File: src/rtl/multiaddr_fork_if.sv
// Bundle of upstream request and per-port downstream signals for multiaddr_fork.
// Ports (signals):
//   valid_i/ready_o            upstream handshake
//   data_i, select_i           payload and decoded target vector
//   addr_i, mask_i             per-port decoded address/mask, port k at [k*AddrWidth +: AddrWidth]
//   dec_error_i                decoder found no matching rule
//   valid_o/ready_i            per-port downstream handshake
//   data_o, addr_o, mask_o     held payload and per-port address/mask
//   err_o, busy_o              drop pulse and fork-outstanding status
// Modports: slave = the fork itself, master = the environment driving it.
interface multiaddr_fork_if #(
    parameter int unsigned NoOutputs = 2,
    parameter int unsigned AddrWidth = 32,
    parameter int unsigned DataWidth = 32
);
    logic                           valid_i;
    logic                           ready_o;
    logic [DataWidth-1:0]           data_i;
    logic [NoOutputs-1:0]           select_i;
    logic [NoOutputs*AddrWidth-1:0] addr_i;
    logic [NoOutputs*AddrWidth-1:0] mask_i;
    logic                           dec_error_i;
    logic [NoOutputs-1:0]           valid_o;
    logic [NoOutputs-1:0]           ready_i;
    logic [DataWidth-1:0]           data_o;
    logic [NoOutputs*AddrWidth-1:0] addr_o;
    logic [NoOutputs*AddrWidth-1:0] mask_o;
    logic                           err_o;
    logic                           busy_o;

    modport slave (
        input  valid_i, data_i, select_i, addr_i, mask_i, dec_error_i, ready_i,
        output ready_o, valid_o, data_o, addr_o, mask_o, err_o, busy_o
    );

    modport master (
        output valid_i, data_i, select_i, addr_i, mask_i, dec_error_i, ready_i,
        input  ready_o, valid_o, data_o, addr_o, mask_o, err_o, busy_o
    );
endinterface

File: src/rtl/multiaddr_fork.sv
// Forks one decoded request to every selected downstream port. Each selected port gets its
// own valid and completes independently; the upstream is released once all have completed.
// Requests with a decode error or an empty select vector are accepted and dropped, flagged
// by a one-cycle err_o pulse.
// Ports:
//   clk_i   clock, rising edge
//   rst_i   asynchronous active-high reset
//   bus     multiaddr_fork_if.slave (upstream request in, per-port requests out)
module multiaddr_fork #(
    parameter int unsigned NoOutputs = 2,
    parameter int unsigned AddrWidth = 32,
    parameter int unsigned DataWidth = 32
) (
    input  logic              clk_i,
    input  logic              rst_i,
    multiaddr_fork_if.slave   bus
);

    typedef enum logic [0:0] {StIdle, StFork} state_e;

    state_e                         r_state;
    state_e                         w_state_d;
    logic [NoOutputs-1:0]           r_pending;
    logic [NoOutputs-1:0]           w_pending_d;
    logic [DataWidth-1:0]           r_data;
    logic [NoOutputs*AddrWidth-1:0] r_addr;
    logic [NoOutputs*AddrWidth-1:0] r_mask;
    logic                           r_err;

    logic [NoOutputs-1:0]           w_out_hs;
    logic                           w_done;
    logic                           w_ready;
    logic                           w_in_hs;
    logic                           w_accept;

    // Handshake decode. valid_o comes straight from r_pending, so ready_i only feeds ready_o.
    always_comb begin
        w_out_hs = r_pending & bus.ready_i;
        w_done   = ((r_pending & ~w_out_hs) == '0);
        w_ready  = (r_state == StIdle) || ((r_state == StFork) && w_done);
        w_in_hs  = bus.valid_i && w_ready;
        w_accept = w_in_hs && !bus.dec_error_i && (bus.select_i != '0);
    end

    always_comb begin
        w_state_d   = r_state;
        w_pending_d = r_pending & ~w_out_hs;
        unique case (r_state)
            StIdle: begin
                if (w_accept) w_state_d = StFork;
            end
            StFork: begin
                // A new request landing on the completion cycle keeps us in StFork.
                if (w_accept)    w_state_d = StFork;
                else if (w_done) w_state_d = StIdle;
            end
            default: w_state_d = StIdle;
        endcase
        if (w_accept) w_pending_d = bus.select_i;
    end

    always_ff @(posedge clk_i or posedge rst_i) begin
        if (rst_i) begin
            r_state   <= StIdle;
            r_pending <= '0;
            r_data    <= '0;
            r_addr    <= '0;
            r_mask    <= '0;
            r_err     <= 1'b0;
        end else begin
            r_state   <= w_state_d;
            r_pending <= w_pending_d;
            r_err     <= w_in_hs && !w_accept;
            if (w_accept) begin
                r_data <= bus.data_i;
                r_addr <= bus.addr_i;
                r_mask <= bus.mask_i;
            end
        end
    end

    assign bus.ready_o = w_ready;
    assign bus.valid_o = r_pending;
    assign bus.data_o  = r_data;
    assign bus.addr_o  = r_addr;
    assign bus.mask_o  = r_mask;
    assign bus.err_o   = r_err;
    assign bus.busy_o  = (r_state == StFork);

endmodule

File: src/flat_wrapper.sv
// flat-port wrapper written by rule: the top's interface ports become plain ports
module multiaddr_fork_flat 
#(
    parameter int unsigned NoOutputs = 2,
    parameter int unsigned AddrWidth = 32,
    parameter int unsigned DataWidth = 32
)
  (clk_i, rst_i, bus_valid_i, bus_data_i, bus_select_i, bus_addr_i, bus_mask_i, bus_dec_error_i, bus_ready_i, bus_ready_o, bus_valid_o, bus_data_o, bus_addr_o, bus_mask_o, bus_err_o, bus_busy_o);
  multiaddr_fork_if #(.NoOutputs(NoOutputs), .AddrWidth(AddrWidth), .DataWidth(DataWidth)) bus_i ();
  input  logic clk_i;
  input  logic rst_i;
  input wire logic [$bits(bus_i.valid_i)-1:0] bus_valid_i;
  input wire logic [$bits(bus_i.data_i)-1:0] bus_data_i;
  input wire logic [$bits(bus_i.select_i)-1:0] bus_select_i;
  input wire logic [$bits(bus_i.addr_i)-1:0] bus_addr_i;
  input wire logic [$bits(bus_i.mask_i)-1:0] bus_mask_i;
  input wire logic [$bits(bus_i.dec_error_i)-1:0] bus_dec_error_i;
  input wire logic [$bits(bus_i.ready_i)-1:0] bus_ready_i;
  output wire logic [$bits(bus_i.ready_o)-1:0] bus_ready_o;
  output wire logic [$bits(bus_i.valid_o)-1:0] bus_valid_o;
  output wire logic [$bits(bus_i.data_o)-1:0] bus_data_o;
  output wire logic [$bits(bus_i.addr_o)-1:0] bus_addr_o;
  output wire logic [$bits(bus_i.mask_o)-1:0] bus_mask_o;
  output wire logic [$bits(bus_i.err_o)-1:0] bus_err_o;
  output wire logic [$bits(bus_i.busy_o)-1:0] bus_busy_o;
  assign bus_i.valid_i = bus_valid_i;
  assign bus_i.data_i = bus_data_i;
  assign bus_i.select_i = bus_select_i;
  assign bus_i.addr_i = bus_addr_i;
  assign bus_i.mask_i = bus_mask_i;
  assign bus_i.dec_error_i = bus_dec_error_i;
  assign bus_i.ready_i = bus_ready_i;
  assign bus_ready_o = bus_i.ready_o;
  assign bus_valid_o = bus_i.valid_o;
  assign bus_data_o = bus_i.data_o;
  assign bus_addr_o = bus_i.addr_o;
  assign bus_mask_o = bus_i.mask_o;
  assign bus_err_o = bus_i.err_o;
  assign bus_busy_o = bus_i.busy_o;
  multiaddr_fork #(.NoOutputs(NoOutputs), .AddrWidth(AddrWidth), .DataWidth(DataWidth)) u_core (.clk_i(clk_i), .rst_i(rst_i), .bus(bus_i));
endmodule
File: config.mk
export PLATFORM = sky130hd
export DESIGN_NAME = multiaddr_fork_flat
export DESIGN_NICKNAME = d
export VERILOG_FILES = /design/src/rtl/multiaddr_fork_if.sv /design/src/rtl/multiaddr_fork.sv /design/src/flat_wrapper.sv
export SDC_FILE = /design/constraint.sdc
export NUM_CORES = 1
export LEC_CHECK = 0
export CAP_MARGIN = 20
export CORE_MARGIN = 10
export CORE_UTILIZATION = 25
export DETAILED_ROUTE_END_ITERATION = 10
export DONT_BUFFER_PORTS = 1
export GPL_TIMING_DRIVEN = 0
export PLACE_DENSITY = 0.43
export SLEW_MARGIN = 40
export SYNTH_ARGS = -nofsm -noshare
export SYNTH_HDL_FRONTEND = slang
export SYNTH_SLANG_ARGS = --single-unit
File: constraint.sdc
create_clock -name clk_i -period 4.6 [get_ports clk_i]
set_input_delay 0.46 -clock clk_i [delete_from_list [all_inputs] [get_ports clk_i]]
set_output_delay 0.46 -clock clk_i [all_outputs]
set_load 0.02 [all_outputs]
==> flow_summary.yaml, run 1 <==
power_and_ir_drop:
  p_leak_nw: 3.06
  p_per_area_nw_per_um2: 559
  ir_worst_vdd_uv: 180
grt:
  grt_pass1_wl_um: 24400
  antenna_found_initial: 2
  top_usage_layer: "met2"
  grt_use_total_pct: 10.3
  grt_max_degree: 27
  grt_pass1_vias: 3569
  grtUsageMet1_pct: 10.0
  grt_use_met2_pct: 18.3
  overflow: 0
  use_met3_pct: 5.62
floorplan:
  initial_core_util_pct: 25.2
  chipWidth_um: 176
  dieArea_um2: 31100
  ios: 333
  core_area_um2: 24200
  rows: 57
  die_h_um: 176
timing:
  whs_ns: 0.173
  hold_viol: 0
  fin_worst_skew_ns: 0.00790
  rsz0062_at_grt: "false"
  relSlewSlack_pct: 73.4
  fmax_ghz: 0.484
  setup_ws_ns: 2.53
  tns_ns: 0
  worstMarginPinSlew_ns: 0.398
  setup_viol: 0
  post-route-period-util_pct: 44.9
  drv_slew: 0
  period_needed_ns: 2.07
placed_design:
  port_buffers: 0
  placed_area_um2: 6680
  routabilityCongestion: 0.675
  dpl.hpwl_um: 13300
  pre_cts_slack_ns: 2.29
final_layout:
  final_area_um2: 7300
  regArea_um2: 4100
  area_delta_synth_final_pct: 19.7
  fin_nets: 550
  nFillCells: 2363
  multiInputGateArea_um2: 1890
  drive_above_1_share_pct: 35.2
synth:
  ys_ff_latch: 164
  ys_seq_area_share_pct: 67.2
  syn_inst: 355
  synth_cell_types: 15
  synthesis.area_um2: 6100
  yosys_warnings: 0
  syn_avg_cell_area_um2: 17.2
  synth_fp_nets: 523
critical_path:
  max_stage_delay_ns: 0.47
  critPathSlowestCell: "dfrtp_1"
  worst_setup_path_end_kind: "flip-flop"
  startpoint_type: "flip-flop"
  cp_data_arrival_time_ns: 2.36
  cp_cell_sequence: "nand2b_1 > nand2_1 > a21oi_4 > buf_6 > buf_4 > mux2_1"
  path_class: "reg2reg"
  worstPathMaxFanout: 10
  cp.required_ns: 4.89
route:
  drc: 0
  via_per_inst: 4.27
  drt-pass1-iter-count: 4
  wl_per_cell_um: 22.9
  via_count: 3082
  ant_nets: 0
  drt_wl_total_um: 16500
  drt-initial-drc-count: 69
cts:
  htree_num_levels: 4
  cts_tree: "done"
  clkSlewWorstSetupHoldPaths_ns: 0.06
  clock-sinks: 164
  cts_root_buffer: "clkbuf_16"
  clock_latency_ns: 0.42
  cts_buffers: 17
  clock_path_buffers: 2
flow_run:
  maxCapViolCount: 0
worst_hold_path:
  hold_class: "in2reg"
status:
  status: "finished clean"
-- path summary, 6_finish.rpt --
kind / start / to / slack (ns) / depth (start not counted)
max: u_core.bus.valid_o[0] / u_core.bus.mask_o[5] / 2.53 / 6
min: bus_select_i[1] / u_core.bus.valid_o[1] / 0.17 / 1
max reg2reg: u_core.bus.valid_o[0] / u_core.bus.mask_o[5] / 2.53 / 6
min reg2reg: u_core.bus.mask_o[22] / u_core.bus.mask_o[22] / 0.65 / 1
max in group asynchronous: rst_i / u_core.bus.mask_o[63] / 3.13 / 6
min in group asynchronous: rst_i / u_core.bus.addr_o[56] / 0.49 / 2
-- area by class of cell --
type | instances | area share, %
Sequential cell | 164 | 56.2
Multi-Input combinational cell | 173 | 25.8
Clock buffer | 19 | 6.06
Tap cell | 324 | 5.55
Timing Repair Buffer | 8 | 2.36
Clock inverter | 13 | 2.33
Buffer | 17 | 1.52
Inverter | 1 | 0.103
Antenna cell | 2 | 0.0685
-- flip-flops by register name, summed over array words and instances (netlist names) --
name,flops
u_core.bus.addr_o,64
u_core.bus.busy_o,1
u_core.bus.data_o,32
u_core.bus.err_o,1
u_core.bus.mask_o,64
u_core.bus.valid_o,2
-- layer usage --
metal | part of all wire, % | vias up
li1 | - | 1305
met4 | 1.4 | 0
met1 | 33 | 1580
met3 | 13 | 12
met2 | 54 | 185
met5 | 0 | -
-- metrics by stage --
stage	power, mW	util [%]	std cells
final	4.08	30.2	721
after global routing	4.30	30.2	721
after CTS	4.17	30.2	719
after detailed placement	2.66	27.6	686
after global placement	2.63	26.9	679
after floorplan	2.48	-	355
-- cell usage after synthesis, drive strengths merged --
master | n | area (µm²)
or3b | 1 | 8.76
a21oi | 2 | 21.3
buf | 17 | 111
o2bb2ai | 2 | 17.5
nor2 | 2 | 7.51
nand2b | 2 | 12.5
o21ai | 1 | 5.00
mux2 | 160 | 1800
dfrtp | 164 | 4100
nand2 | 3 | 11.3
inv | 1 | 3.75
-- report_power, final --
part | internal, mW | leakage [nW] | switching, mW
clock network | 0.878 | 0.296 | 0.601
logic | 0.205 | 0.825 | 0.130
registers | 1.71 | 1.94 | 0.561
total | 2.79 | 3.06 | 1.29
-- critical path: cells and delay by family, from the launching register on --
family	cells	cell delay, ns
compound gates	1	0.39
buf+inv	2	0.47
flops	1	0.47
mux	1	0.34
simple gates	2	0.25
-- placed cells by master (no fill, tap or decap) --
cell	Yosys	layout
buf_16	0	3
clkinv_2	0	2
a21oi_1	1	1
buf_4	8	8
buf_6	1	1
a21oi_4	1	1
inv_8	0	1
nand2_1	3	3
inv_6	0	3
clkbuf_16	0	17
nor2_1	2	2
dfrtp_1	164	164
buf_2	8	8
clkinv_4	0	2
dlygate4sd3_1	0	1
buf_12	0	4
nand2b_1	2	2
diode_2	0	2
o2bb2ai_1	2	2
mux2_1	78	78
or3b_1	1	1
bufinv_16	0	3
clkbuf_1	0	1
o21ai_0	1	1
mux2_2	82	82
clkbuf_8	0	1
clkinvlp_4	0	3
-- cell families (layout without fill, tap and decap cells) --
group           after synthesis  in the layout  share of synthesized area (%)
mux                         160            160                           29.5
other cells                   0              2                              0
flops                       164            164                           67.2
buf+inv                      18             58                           1.89
simple gates                  8              8                          0.656
compound gates                5              5                          0.717
-- repair_timing --
| item | in CTS | in global routing |
|---|---|---|
| buffers inserted | 0 | 0 |
| resized for setup | 0 | 0 |
| hold buffers | 1 | 0 |
| endpoints found under the hold margin | 7 | 0 |
Note: power is estimated with default switching activity, not from simulation.
==> inputs of run 2 (changes only) <==
Clock period 4.6 ns to 1.75 ns, I/O delays scaled along.
==> run 2 against run 1 <==
The flow now stops in 4_1_cts; synthesized area stayed put; synthesized cell count stayed put.
==> flow_summary.yaml, run 2 <==
status:
  status: "did not finish"
  stop_stage: "4_1_cts"
  toolErrorMsg: "[ERROR RSZ-0060] Max buffer count reached."
synth:
  yosys_warnings: 0
  synth.most_common_cell: "dfrtp_1"
  syn_avg_cell_area_um2: 17.2
  synthesis.area_um2: 6100
  ys_seq_area_share_pct: 67.2
  synth_fp_nets: 523
  yosys-top-cells-count: "dfrtp_1 (164), mux2_2 (82), mux2_1 (78)"
  synth_edf_count: 0
  yosysTopAreaCell: "dfrtp_1"
  ys_ff_latch: 164
  synth_cell_types: 15
  syn_inst: 355
  ys_top_cells_by_area: "dfrtp_1 (67%), mux2_2 (15%), mux2_1 (14%), buf_4 (0.98%), buf_2 (0.66%)"
  synth_top_area_share_pct: 67.2
  async_flop_share_pct: 100
  ys.flop_type: "dfrtp_1"
cts:
  cts_resized: 37
  postCtsSetupBuffers: 6
  clock_path_buffers: 2
  clock-sinks: 164
  cts_buffers: 17
  htree_num_levels: 4
  cts_root_buffer: "clkbuf_16"
  cts.hold.buffers_added: 146
floorplan:
  die_h_um: 176
  rows: 57
  ios: 333
  initial_core_util_pct: 25.2
  chipWidth_um: 176
placed_design:
  routabilityCongestion: 0.675
  port_buffers: 0
  dpl.hpwl_um: 13300
## run 2: cell counts after synthesis
Identical to the previous run, type by type.
## run 2: stage by stage
step | cell area (µm²) | cells | setup WS, ns
after detailed placement | 6680 | 686 | -0.392
after floorplan | 6110 | 355 | -0.510
after global placement | 6510 | 679 | -1.32
## run 2: kinds of logic after synthesis
group,after synthesis,share of synthesized area (%)
DFF,164,67.2
buffers and inverters,18,1.89
AOI/OAI and AO/OA,5,0.717
and+or+nand+nor,8,0.656
muxes,160,29.5
==> inputs of run 3 (changes only) <==
Settings changed: CORE_UTILIZATION 25 to 20, PLACE_DENSITY 0.43 to default, PLACE_DENSITY_LB_ADDON from default to 0.15.
Clock period 1.75 ns to 2.3 ns, I/O delays scaled along.
==> run 3 against run 2 <==
The run again fails in 4_1_cts; synthesized area stayed put; synthesized cell count is the same.
==> flow_summary.yaml, run 3 <==
placed_design:
  pre_cts_slack_ns: -0.0159
  placed_area_um2: 6750
  routabilityCongestion: 0.687
  port_buffers: 0
  dpl.hpwl_um: 14300
  dp_cells: 752
floorplan:
  initial_core_util_pct: 20.4
  chipWidth_um: 195
  ios: 333
  rows: 63
  die_h_um: 195
cts:
  clock-sinks: 164
  cts_root_buffer: "clkbuf_16"
  postCtsSetupBuffers: 2
  cts.hold.buffers_added: 158
  cts_resized: 0
  cts_buffers: 17
  clock_path_buffers: 2
  htree_num_levels: 4
synth:
  synth_cell_types: 15
  synth_fp_nets: 523
  synth.most_common_cell: "dfrtp_1"
  yosysTopAreaCell: "dfrtp_1"
  async_flop_share_pct: 100
  syn_avg_cell_area_um2: 17.2
  ys_top_cells_by_area: "dfrtp_1 (67%), mux2_2 (15%), mux2_1 (14%), buf_4 (0.98%), buf_2 (0.66%)"
  yosys_warnings: 0
  ys_seq_area_share_pct: 67.2
  synth_top_area_share_pct: 67.2
  synthesis.area_um2: 6100
  syn_inst: 355
  yosys-top-cells-count: "dfrtp_1 (164), mux2_2 (82), mux2_1 (78)"
  synth_edf_count: 0
  ys.flop_type: "dfrtp_1"
  ys_ff_latch: 164
status:
  status: "did not finish"
  toolErrorMsg: "[ERROR RSZ-0060] Max buffer count reached."
  stop_stage: "4_1_cts"
[run 3: cell counts after synthesis]
Identical to the previous run, type by type.
[run 3: cells by family after synthesis]
kind of cell,after synthesis,share of synthesized area [%]
muxes,160,29.5
and+or+nand+nor,8,0.656
DFF,164,67.2
AOI/OAI and AO/OA,5,0.717
buffers and inverters,18,1.89
[run 3: through the flow]
step                TNS, ns  utilization [%]
floorplan             -2.43                -
global placement    -146.43             22.1
detailed placement  -0.0501             22.6
